===== config.mk =====
export PLATFORM = sky130hd
export DESIGN_NAME = seg_scan_ctrl_flat
export DESIGN_NICKNAME = d
export VERILOG_FILES = /design/src/rtl/seg_scan_if.sv /design/src/rtl/seg_scan_ctrl.sv /design/src/flat_wrapper.sv
export SDC_FILE = /design/constraint.sdc
export NUM_CORES = 1
export LEC_CHECK = 0
export ABC_AREA = 1
export BUFFER_PORTS_ARGS = -buffer_cell sky130_fd_sc_hd__buf_2
export CELL_PAD_IN_SITES_DETAIL_PLACEMENT = 1
export CELL_PAD_IN_SITES_GLOBAL_PLACEMENT = 2
export CORE_MARGIN = 1.5
export CORE_UTILIZATION = 34
export DETAILED_ROUTE_END_ITERATION = 7
export PLACE_DENSITY = 0.76
export SETUP_SLACK_MARGIN = 0.02
export SLEW_MARGIN = 10
export SYNTH_ARGS = -nofsm -noshare
export SYNTH_HDL_FRONTEND = slang
export SYNTH_SLANG_ARGS = --single-unit

===== constraint.sdc =====
create_clock -name CLK -period 2.16 [get_ports CLK]
set_input_delay 0.324 -clock CLK [delete_from_list [all_inputs] [get_ports CLK]]
set_output_delay 0.324 -clock CLK [all_outputs]
set_load 0.01 [all_outputs]

===== src/rtl/seg_scan_if.sv =====
// Bundle of scan-enable, load and display-drive signals between a host and seg_scan_ctrl.
interface seg_scan_if #(
    parameter int NDIG = 4
);
    logic                EN;
    logic                LOAD;
    logic [4*NDIG-1:0]   DIN;
    logic                LZS;
    logic [3:0]          code;
    logic                BL_L;
    logic [NDIG-1:0]     dig_L;
    logic                FRAME;
    logic                PENDING;

    modport master (
        output EN, LOAD, DIN, LZS,
        input  code, BL_L, dig_L, FRAME, PENDING
    );

    modport slave (
        input  EN, LOAD, DIN, LZS,
        output code, BL_L, dig_L, FRAME, PENDING
    );
endinterface


===== src/rtl/seg_scan_ctrl.sv =====
// Multiplexed 7-segment scan controller: one shared decoder, NDIG digits, dead time per slot,
// double-buffered display data swapped at frame boundaries or while the scan is stopped.
module seg_scan_ctrl #(
    parameter int NDIG  = 4,
    parameter int DIV   = 50000,
    parameter int BLANK = 16
) (
    input  logic      CLK,
    input  logic      RST_L,
    seg_scan_if.slave bus
);
    localparam int CW = $clog2(DIV);
    localparam int IW = $clog2(NDIG);
    localparam int DW = 4 * NDIG;
    localparam logic [CW-1:0] CNT_LAST  = CW'(DIV - 1);
    localparam logic [CW-1:0] CNT_BLANK = CW'(BLANK);
    localparam logic [IW-1:0] IDX_LAST  = IW'(NDIG - 1);

    logic [CW-1:0]   r_cnt;
    logic [IW-1:0]   r_idx;
    logic [DW-1:0]   r_disp;
    logic [DW-1:0]   r_pbuf;
    logic            r_pend;
    logic [NDIG-1:0] r_dig_oh;
    logic            r_sup;

    logic            w_slot_end;
    logic            w_frame;
    logic            w_xfer;
    logic [CW-1:0]   w_cnt_nxt;
    logic [IW-1:0]   w_idx_nxt;
    logic [DW-1:0]   w_disp_nxt;
    logic [NDIG-1:0] w_hz;
    logic [NDIG-1:0] w_oh_nxt;
    logic            w_sup_nxt;
    logic [3:0]      w_code;

    assign w_slot_end = (r_cnt == CNT_LAST);
    assign w_frame    = bus.EN && w_slot_end && (r_idx == IDX_LAST);
    assign w_xfer     = r_pend && (w_frame || !bus.EN);
    assign w_disp_nxt = w_xfer ? r_pbuf : r_disp;

    always_comb begin
        w_cnt_nxt = '0;
        w_idx_nxt = '0;
        if (bus.EN) begin
            if (w_slot_end) begin
                w_cnt_nxt = '0;
                w_idx_nxt = (r_idx == IDX_LAST) ? '0 : r_idx + 1'b1;
            end else begin
                w_cnt_nxt = r_cnt + 1'b1;
                w_idx_nxt = r_idx;
            end
        end
    end

    // w_hz[i]: nibble i and every nibble above it are zero in the next display value
    always_comb begin : zero_scan
        logic acc;
        acc  = 1'b1;
        w_hz = '0;
        for (int i = NDIG - 1; i >= 0; i--) begin
            acc     = acc & (w_disp_nxt[4*i +: 4] == 4'h0);
            w_hz[i] = acc;
        end
    end

    always_comb begin
        w_oh_nxt = '0;
        for (int i = 0; i < NDIG; i++) begin
            w_oh_nxt[i] = (w_idx_nxt == IW'(i)) && (w_cnt_nxt >= CNT_BLANK);
        end
    end

    assign w_sup_nxt = (w_idx_nxt != '0) && w_hz[w_idx_nxt];

    always_comb begin
        w_code = 4'h0;
        for (int i = 0; i < NDIG; i++) begin
            if (r_idx == IW'(i)) begin
                w_code = r_disp[4*i +: 4];
            end
        end
    end

    // Digit enables and suppression are registered from next-state values so the
    // drivers come straight off flops, only qualified by EN.
    always_ff @(posedge CLK or negedge RST_L) begin
        if (!RST_L) begin
            r_cnt    <= '0;
            r_idx    <= '0;
            r_disp   <= '0;
            r_pbuf   <= '0;
            r_pend   <= 1'b0;
            r_dig_oh <= '0;
            r_sup    <= 1'b0;
        end else begin
            r_cnt    <= w_cnt_nxt;
            r_idx    <= w_idx_nxt;
            r_disp   <= w_disp_nxt;
            r_dig_oh <= w_oh_nxt;
            r_sup    <= w_sup_nxt;
            if (bus.LOAD) begin
                r_pbuf <= bus.DIN;
                r_pend <= 1'b1;
            end else if (w_xfer) begin
                r_pend <= 1'b0;
            end
        end
    end

    assign bus.dig_L   = ~(r_dig_oh & {NDIG{bus.EN}});
    assign bus.BL_L    = bus.EN & (|r_dig_oh) & ~(bus.LZS & r_sup);
    assign bus.code    = bus.EN ? w_code : 4'h0;
    assign bus.FRAME   = w_frame;
    assign bus.PENDING = r_pend;
endmodule


===== src/flat_wrapper.sv =====
// flat-port wrapper written by rule: the top's interface ports become plain ports
module seg_scan_ctrl_flat 
#(
    parameter int NDIG  = 4,
    parameter int DIV   = 50000,
    parameter int BLANK = 16
)
  (CLK, RST_L, bus_EN, bus_LOAD, bus_DIN, bus_LZS, bus_code, bus_BL_L, bus_dig_L, bus_FRAME, bus_PENDING);
  seg_scan_if #(.NDIG(NDIG)) bus_i ();
  input  logic CLK;
  input  logic RST_L;
  input wire logic [$bits(bus_i.EN)-1:0] bus_EN;
  input wire logic [$bits(bus_i.LOAD)-1:0] bus_LOAD;
  input wire logic [$bits(bus_i.DIN)-1:0] bus_DIN;
  input wire logic [$bits(bus_i.LZS)-1:0] bus_LZS;
  output wire logic [$bits(bus_i.code)-1:0] bus_code;
  output wire logic [$bits(bus_i.BL_L)-1:0] bus_BL_L;
  output wire logic [$bits(bus_i.dig_L)-1:0] bus_dig_L;
  output wire logic [$bits(bus_i.FRAME)-1:0] bus_FRAME;
  output wire logic [$bits(bus_i.PENDING)-1:0] bus_PENDING;
  assign bus_i.EN = bus_EN;
  assign bus_i.LOAD = bus_LOAD;
  assign bus_i.DIN = bus_DIN;
  assign bus_i.LZS = bus_LZS;
  assign bus_code = bus_i.code;
  assign bus_BL_L = bus_i.BL_L;
  assign bus_dig_L = bus_i.dig_L;
  assign bus_FRAME = bus_i.FRAME;
  assign bus_PENDING = bus_i.PENDING;
  seg_scan_ctrl #(.NDIG(NDIG), .DIV(DIV), .BLANK(BLANK)) u_core (.CLK(CLK), .RST_L(RST_L), .bus(bus_i));
endmodule

* Yosys cells after proc, flatten, opt, wreduce, memory -nomap -nowiden
Cells that the tools add are included.
** Storage, ports and cells
- Register bits :: 56
- Word-level logic and storage cells :: 61
- Bits of input ports :: 21
- Output and inout port bits :: 11
** Cells by class
- Mux-type cells :: 15
- Bitwise gates (word level) :: 9
- Reductions and logical operators :: 19
- $lt $le $gt $ge :: 2
- Equality and inequality tests :: 7
- Add/sub/neg operators :: 2
** Operator list (number)
- $mux W16 :: 3
- $mux W4 :: 5
- $add A16 B1 Y16 const B :: 1
- $eq A16 B16 Y1 const B :: 1
- $ge A16 B5 Y1 const B :: 1
- $logic_not A4 Y1 :: 4
- $eq A2 B2 Y1 const B :: 4
- $logic_and A1 B1 Y1 :: 8
- $and A1 B1 Y1 :: 6
- $mux W2 :: 3
- $and A4 B4 Y4 :: 1
- $eq A2 B1 Y1 const B :: 2
- $logic_not A2 Y1 :: 2
- $not A4 Y4 :: 1
- $reduce_bool A2 Y1 :: 2
- $reduce_or A4 Y1 :: 1
- $lt A2 B3 Y1 const B :: 1
- $mux W1 :: 3
- $add A2 B1 Y2 const B :: 1
- $bmux W1 S2 :: 1
- $logic_not A1 Y1 :: 1
- $logic_or A1 B1 Y1 :: 1
- $not A1 Y1 :: 1

* Depth between registers and ports, before layout
- Depth in word-level cells :: 13
- Gate-level depth with buffers :: 14
- Mapped depth without buffers :: 14

* Least setup slack after synthesis
Ideal clock, no wire load.
- Path kind :: flip-flop to flip-flop
- Start point :: reg u_core.r_cnt[0]
- End point :: reg u_core.r_dig_oh[0]
- Required time :: 2.047 ns
- Stages on the path, launching flop included :: 12
- Setup time :: 0.113 ns
- Clock period less this slack :: 1.703 ns
- Setup slack :: 0.457 ns
- Path buffers :: 1
- Arrival :: 1.590 ns
- Cells stage by stage :: dfrtp_1 -> ha_1 -> nand3_4 -> nor2_4 -> nand2_4 -> nand2_8 -> buf_4 -> nor2_1 -> nor3_1 -> nand3_1 -> nand2_1 -> inv_1
** On the way
- Word-level cells in the longest chain between the ends :: 5
- Elaborated cells on any way between the ends :: 9
- Those cells by class :: 1 x add/sub; 1 x order compare; 1 x eq/ne; 4 x mux; 2 x reduce/logical
** RTL lines
- start: declaration :: line seg_scan_ctrl.sv:19 : logic [CW-1:0] r_cnt;
- start signal: assignment :: line seg_scan_ctrl.sv:98 : r_cnt <= w_cnt_nxt;
- $add A16 B1 Y16 or $eq A16 B16 Y1 (tied branches) :: line seg_scan_ctrl.sv:51, seg_scan_ctrl.sv:38
- $mux W16 * :: line seg_scan_ctrl.sv:47 : if (w_slot_end) begin
- $mux W16 * :: line seg_scan_ctrl.sv:46 : if (bus.EN) begin
- via u_core.w_cnt_nxt[6] :: line seg_scan_ctrl.sv:30 : logic [CW-1:0] w_cnt_nxt;
- $ge A16 B5 Y1 * :: line seg_scan_ctrl.sv:71 : w_oh_nxt[i] = (w_idx_nxt == IW'(i)) && (w_cnt_nxt >= CNT_BLANK);
- $logic_and A1 B1 Y1 * :: line seg_scan_ctrl.sv:71
- via u_core.w_oh_nxt[0] :: line seg_scan_ctrl.sv:34 : logic [NDIG-1:0] w_oh_nxt;
- end signal: assignment :: line seg_scan_ctrl.sv:101 : r_dig_oh <= w_oh_nxt;
- end: declaration :: line seg_scan_ctrl.sv:24 : logic [NDIG-1:0] r_dig_oh;
The timed path passes the listed nets; every way through them passes the cells marked *.
A chain may end at the register's enable or synchronous reset.

* Worst setup path in the final report
- Start point :: reg u_core.r_idx[1]
- End point :: out bus_code[0]
** On the way
- Word-level cells in the longest chain between the ends :: 6
- Elaborated cells on any way between the ends :: 9
- Those cells by class :: 3 x eq/ne; 5 x mux; 1 x reduce/logical
** RTL lines
- start: declaration :: line seg_scan_ctrl.sv:20 : logic [IW-1:0] r_idx;
- start signal: assignment :: line seg_scan_ctrl.sv:99 : r_idx <= w_idx_nxt;
- $logic_not A2 Y1 :: line seg_scan_ctrl.sv:80 : if (r_idx == IW'(i)) begin
- $mux W4 (3 in a row) :: line seg_scan_ctrl.sv:80
- $mux W4 * :: line seg_scan_ctrl.sv:80
- $mux W4 * :: line seg_scan_ctrl.sv:114 : assign bus.code = bus.EN ? w_code : 4'h0;
- end: declaration :: line flat_wrapper.sv:16 : output wire logic [$bits(bus_i.code)-1:0] bus_code;
Every way passes the cells marked *; elsewhere a longest branch is shown, timed or not.

==> results.json <==
{
  "synthesis.area_um2": 2830,
  "yosysWarningCount": 0,
  "core_area_um2": 8130,
  "via_per_inst": 4.62,
  "die_y_um": 94.2,
  "synthAdderAreaFrac_pct": 2.21,
  "drive_gt1_share_pct": 17.7,
  "place_congestion": 0.743,
  "relSlewSlack_pct": 62.9,
  "p_leak_uw": 0.00187,
  "synth_xor_xnor_area_share_pct": 0.620,
  "fin_tns_setup_ps": 0,
  "stdcell_count": 511,
  "synth_fp_nets": 390,
  "path_max_fanout": 3,
  "postRouteAntennaNets": 0,
  "start_kind": "flip-flop",
  "cts_root_buf": "clkbuf_8",
  "yosysTopAreaCell": "dfrtp_1",
  "synthTopCellsByArea": "dfrtp_1 (50%), nand2_1 (15%), inv_1 (9.2%)",
  "synth_seq_cells": 56,
  "syn_to_final_growth_pct": 17.7,
  "finalHoldViolations": 10,
  "syn_area_per_cell_um2": 7.77,
  "worstHoldPathType": "input pin to asynchronous set/reset pin",
  "die_x_um": 94.2,
  "drv_cap": 0,
  "rows": 33,
  "dp_cells": 499,
  "drt_iter0_markers": 70,
  "clk_pin_slew_ps": 100,
  "multi_input_area_um2": 1140,
  "antenna_found_initial": 0,
  "clkSinkCount": 56,
  "setup_viol": 0,
  "hold_ws_ps": -9.85,
  "arrival_ps": 1750,
  "synth_top_family_by_area": "simple AND/OR/NAND/NOR gates",
  "dpl_cell_area_um2": 3130,
  "antenna_cells": 0,
  "violations": "negative hold slack",
  "design_area_um2": 3330,
  "fin_crit_sh_pct": 96.0,
  "cts_inserted_buffers": 5,
  "fmaxAchievable_mhz": 482,
  "synth.top_cell.area_share_pct": 49.6,
  "worst_slew_pin_slew_ps": 557,
  "synth_compound_area_share_pct": 7.26,
  "slew_viol_final": 0,
  "synth_seq_area_share_pct": 49.6,
  "drt_wl_total_mm": 6.82,
  "cts_max_path_buffers": 2,
  "drt_first_pass_iters": 4,
  "period_needed_ps": 2070,
  "max-vdd-ir-drop_mv": 0.342,
  "status": "finished with violations",
  "grt_pass1_wl_mm": 11.4,
  "cts_tree": "built",
  "wire_per_inst_um": 13.3,
  "final_cell_mix": "nand2_1 (111), inv_1 (67), dfrtp_1 (56)",
  "p_per_area_nw_per_um2": 679,
  "io_pins": 32,
  "rsz0062_at_grt": "yes",
  "die_area_um2": 8870,
  "io_buffers": 31,
  "grt_max_degree": 35,
  "initial_core_util_pct": 34.7,
  "final_common_cell": "nand2_1",
  "grt_util_all_layers_pct": 16.8,
  "seqCellArea_um2": 1400,
  "drc_errors": 0,
  "synthMuxAreaShare_pct": 0,
  "cts_htree_levels": 2,
  "synthSimpleGateAreaFrac_pct": 29.0,
  "clk_latency_ps": 310,
  "fill_cells": 1028,
  "ys_types": 31,
  "fin_nets": 432,
  "reg2regPathDepth": 12,
  "endpoint_kind": "primary output",
  "total_power_uw": 2260,
  "vias": 2359,
  "grt_pass1_vias": 2404,
  "criticalPathCategory": "flip-flop to primary output",
  "dp_hpwl_mm": 5.28,
  "grt.overflow.total": 0,
  "synth_cells": 364,
  "fin_worst_skew_ps": 14.8,
  "cp.required_ps": 1840
}
==> critical path, cell delays in order, from the launching register on <==
cell	delay (ps)
dfrtp_1	410
buf_4	140
ha_1	190
nor2_2	130
buf_4	140
o21ai_0	70
o22ai_1	190
buf_2	170
==> cell type report <==
type | instances | area share, %
clock buffers | 5 | 2.07
clock inverters | 2 | 1.81
inverters | 72 | 8.12
multi-input cells | 229 | 34.3
flip-flops and latches | 56 | 42.1
well taps | 105 | 3.95
repair buffers | 42 | 7.63
==> stage by stage <==
stage	worst slack [ps]	utilization (%)
after floorplan	457	-
after global placement	187	38.5
after detailed placement	126	38.5
after CTS	26.1	40.1
after global routing	-22.5	40.9
final	86.5	40.9
==> cells in the mapped netlist (all sizes together) <==
cell type and count:
or2 2, a211oi 1, inv 71, nand4 10, nand3 20, a22oi 1, ha 5, buf 4
o22ai 4, nor3 4, nor2 34, nor4 1, a21oi 3, o21ai 26, dfrtp 56, xor2 1
xnor2 1, clkinv 1, nand2 113, o211ai 2, clkbuf 4
==> path summary, 6_finish.rpt <==
path                                            to  slack, ps            start
min in group CLK                 u_core.r_pbuf[14]        200      bus_DIN[14]
worst min register to register     u_core.r_cnt[0]        470  u_core.r_cnt[0]
worst max-delay path                   bus_code[0]         90  u_core.r_idx[1]
worst max register to register  u_core.r_dig_oh[0]        250  u_core.r_cnt[0]
worst min-delay path              u_core.r_cnt[13]        -10            RST_L
max in group asynchronous          u_core.r_idx[0]       1600            RST_L
==> report_power, final <==
| group | total, µW | internal [µW] | leakage (µW) | switching, µW |
|---|---|---|---|---|
| clock network | 796 | 457 | 0.0000642 | 340 |
| logic | 290 | 105 | 0.00109 | 185 |
| registers | 1170 | 1130 | 0.000715 | 39.6 |
==> registers in the layout (all words and copies together), names as in the netlist <==
name                count
u_core.r_disp          16
u_core.bus.PENDING      1
u_core.r_idx            2
u_core.r_pbuf          16
u_core.r_sup            1
u_core.r_dig_oh         4
u_core.r_cnt           16
==> logic make-up after synthesis <==
| logic type | Yosys count |
|---|---|
| buffers and inverters | 80 |
| adders and majority gates | 5 |
| and+or+nand+nor | 184 |
| xor gates and xnor gates | 2 |
| DFF | 56 |
| AOI/OAI and AO/OA | 37 |
==> repair_timing <==
item | CTS | global route
buffers inserted | 0 | 4
pin swaps | 0 | 6
resized for setup | 3 | 8
endpoints found under the hold margin | 0 | 0
setup endpoints to repair | 1 | 9
cloned | 0 | 1
hold buffers | 0 | 0
==> metal layers <==
layer | routed length [µm] | vias to the layer above | track usage [%]
met5 | 0 | - | 0
met4 | 49 | 0 | 2.99
met3 | 150 | 5 | 2.67
met2 | 3580 | 25 | 30.9
met1 | 3040 | 1133 | 20.7
li1 | - | 1196 | -
No activity file was read; power rests on OpenSTA's default activity.
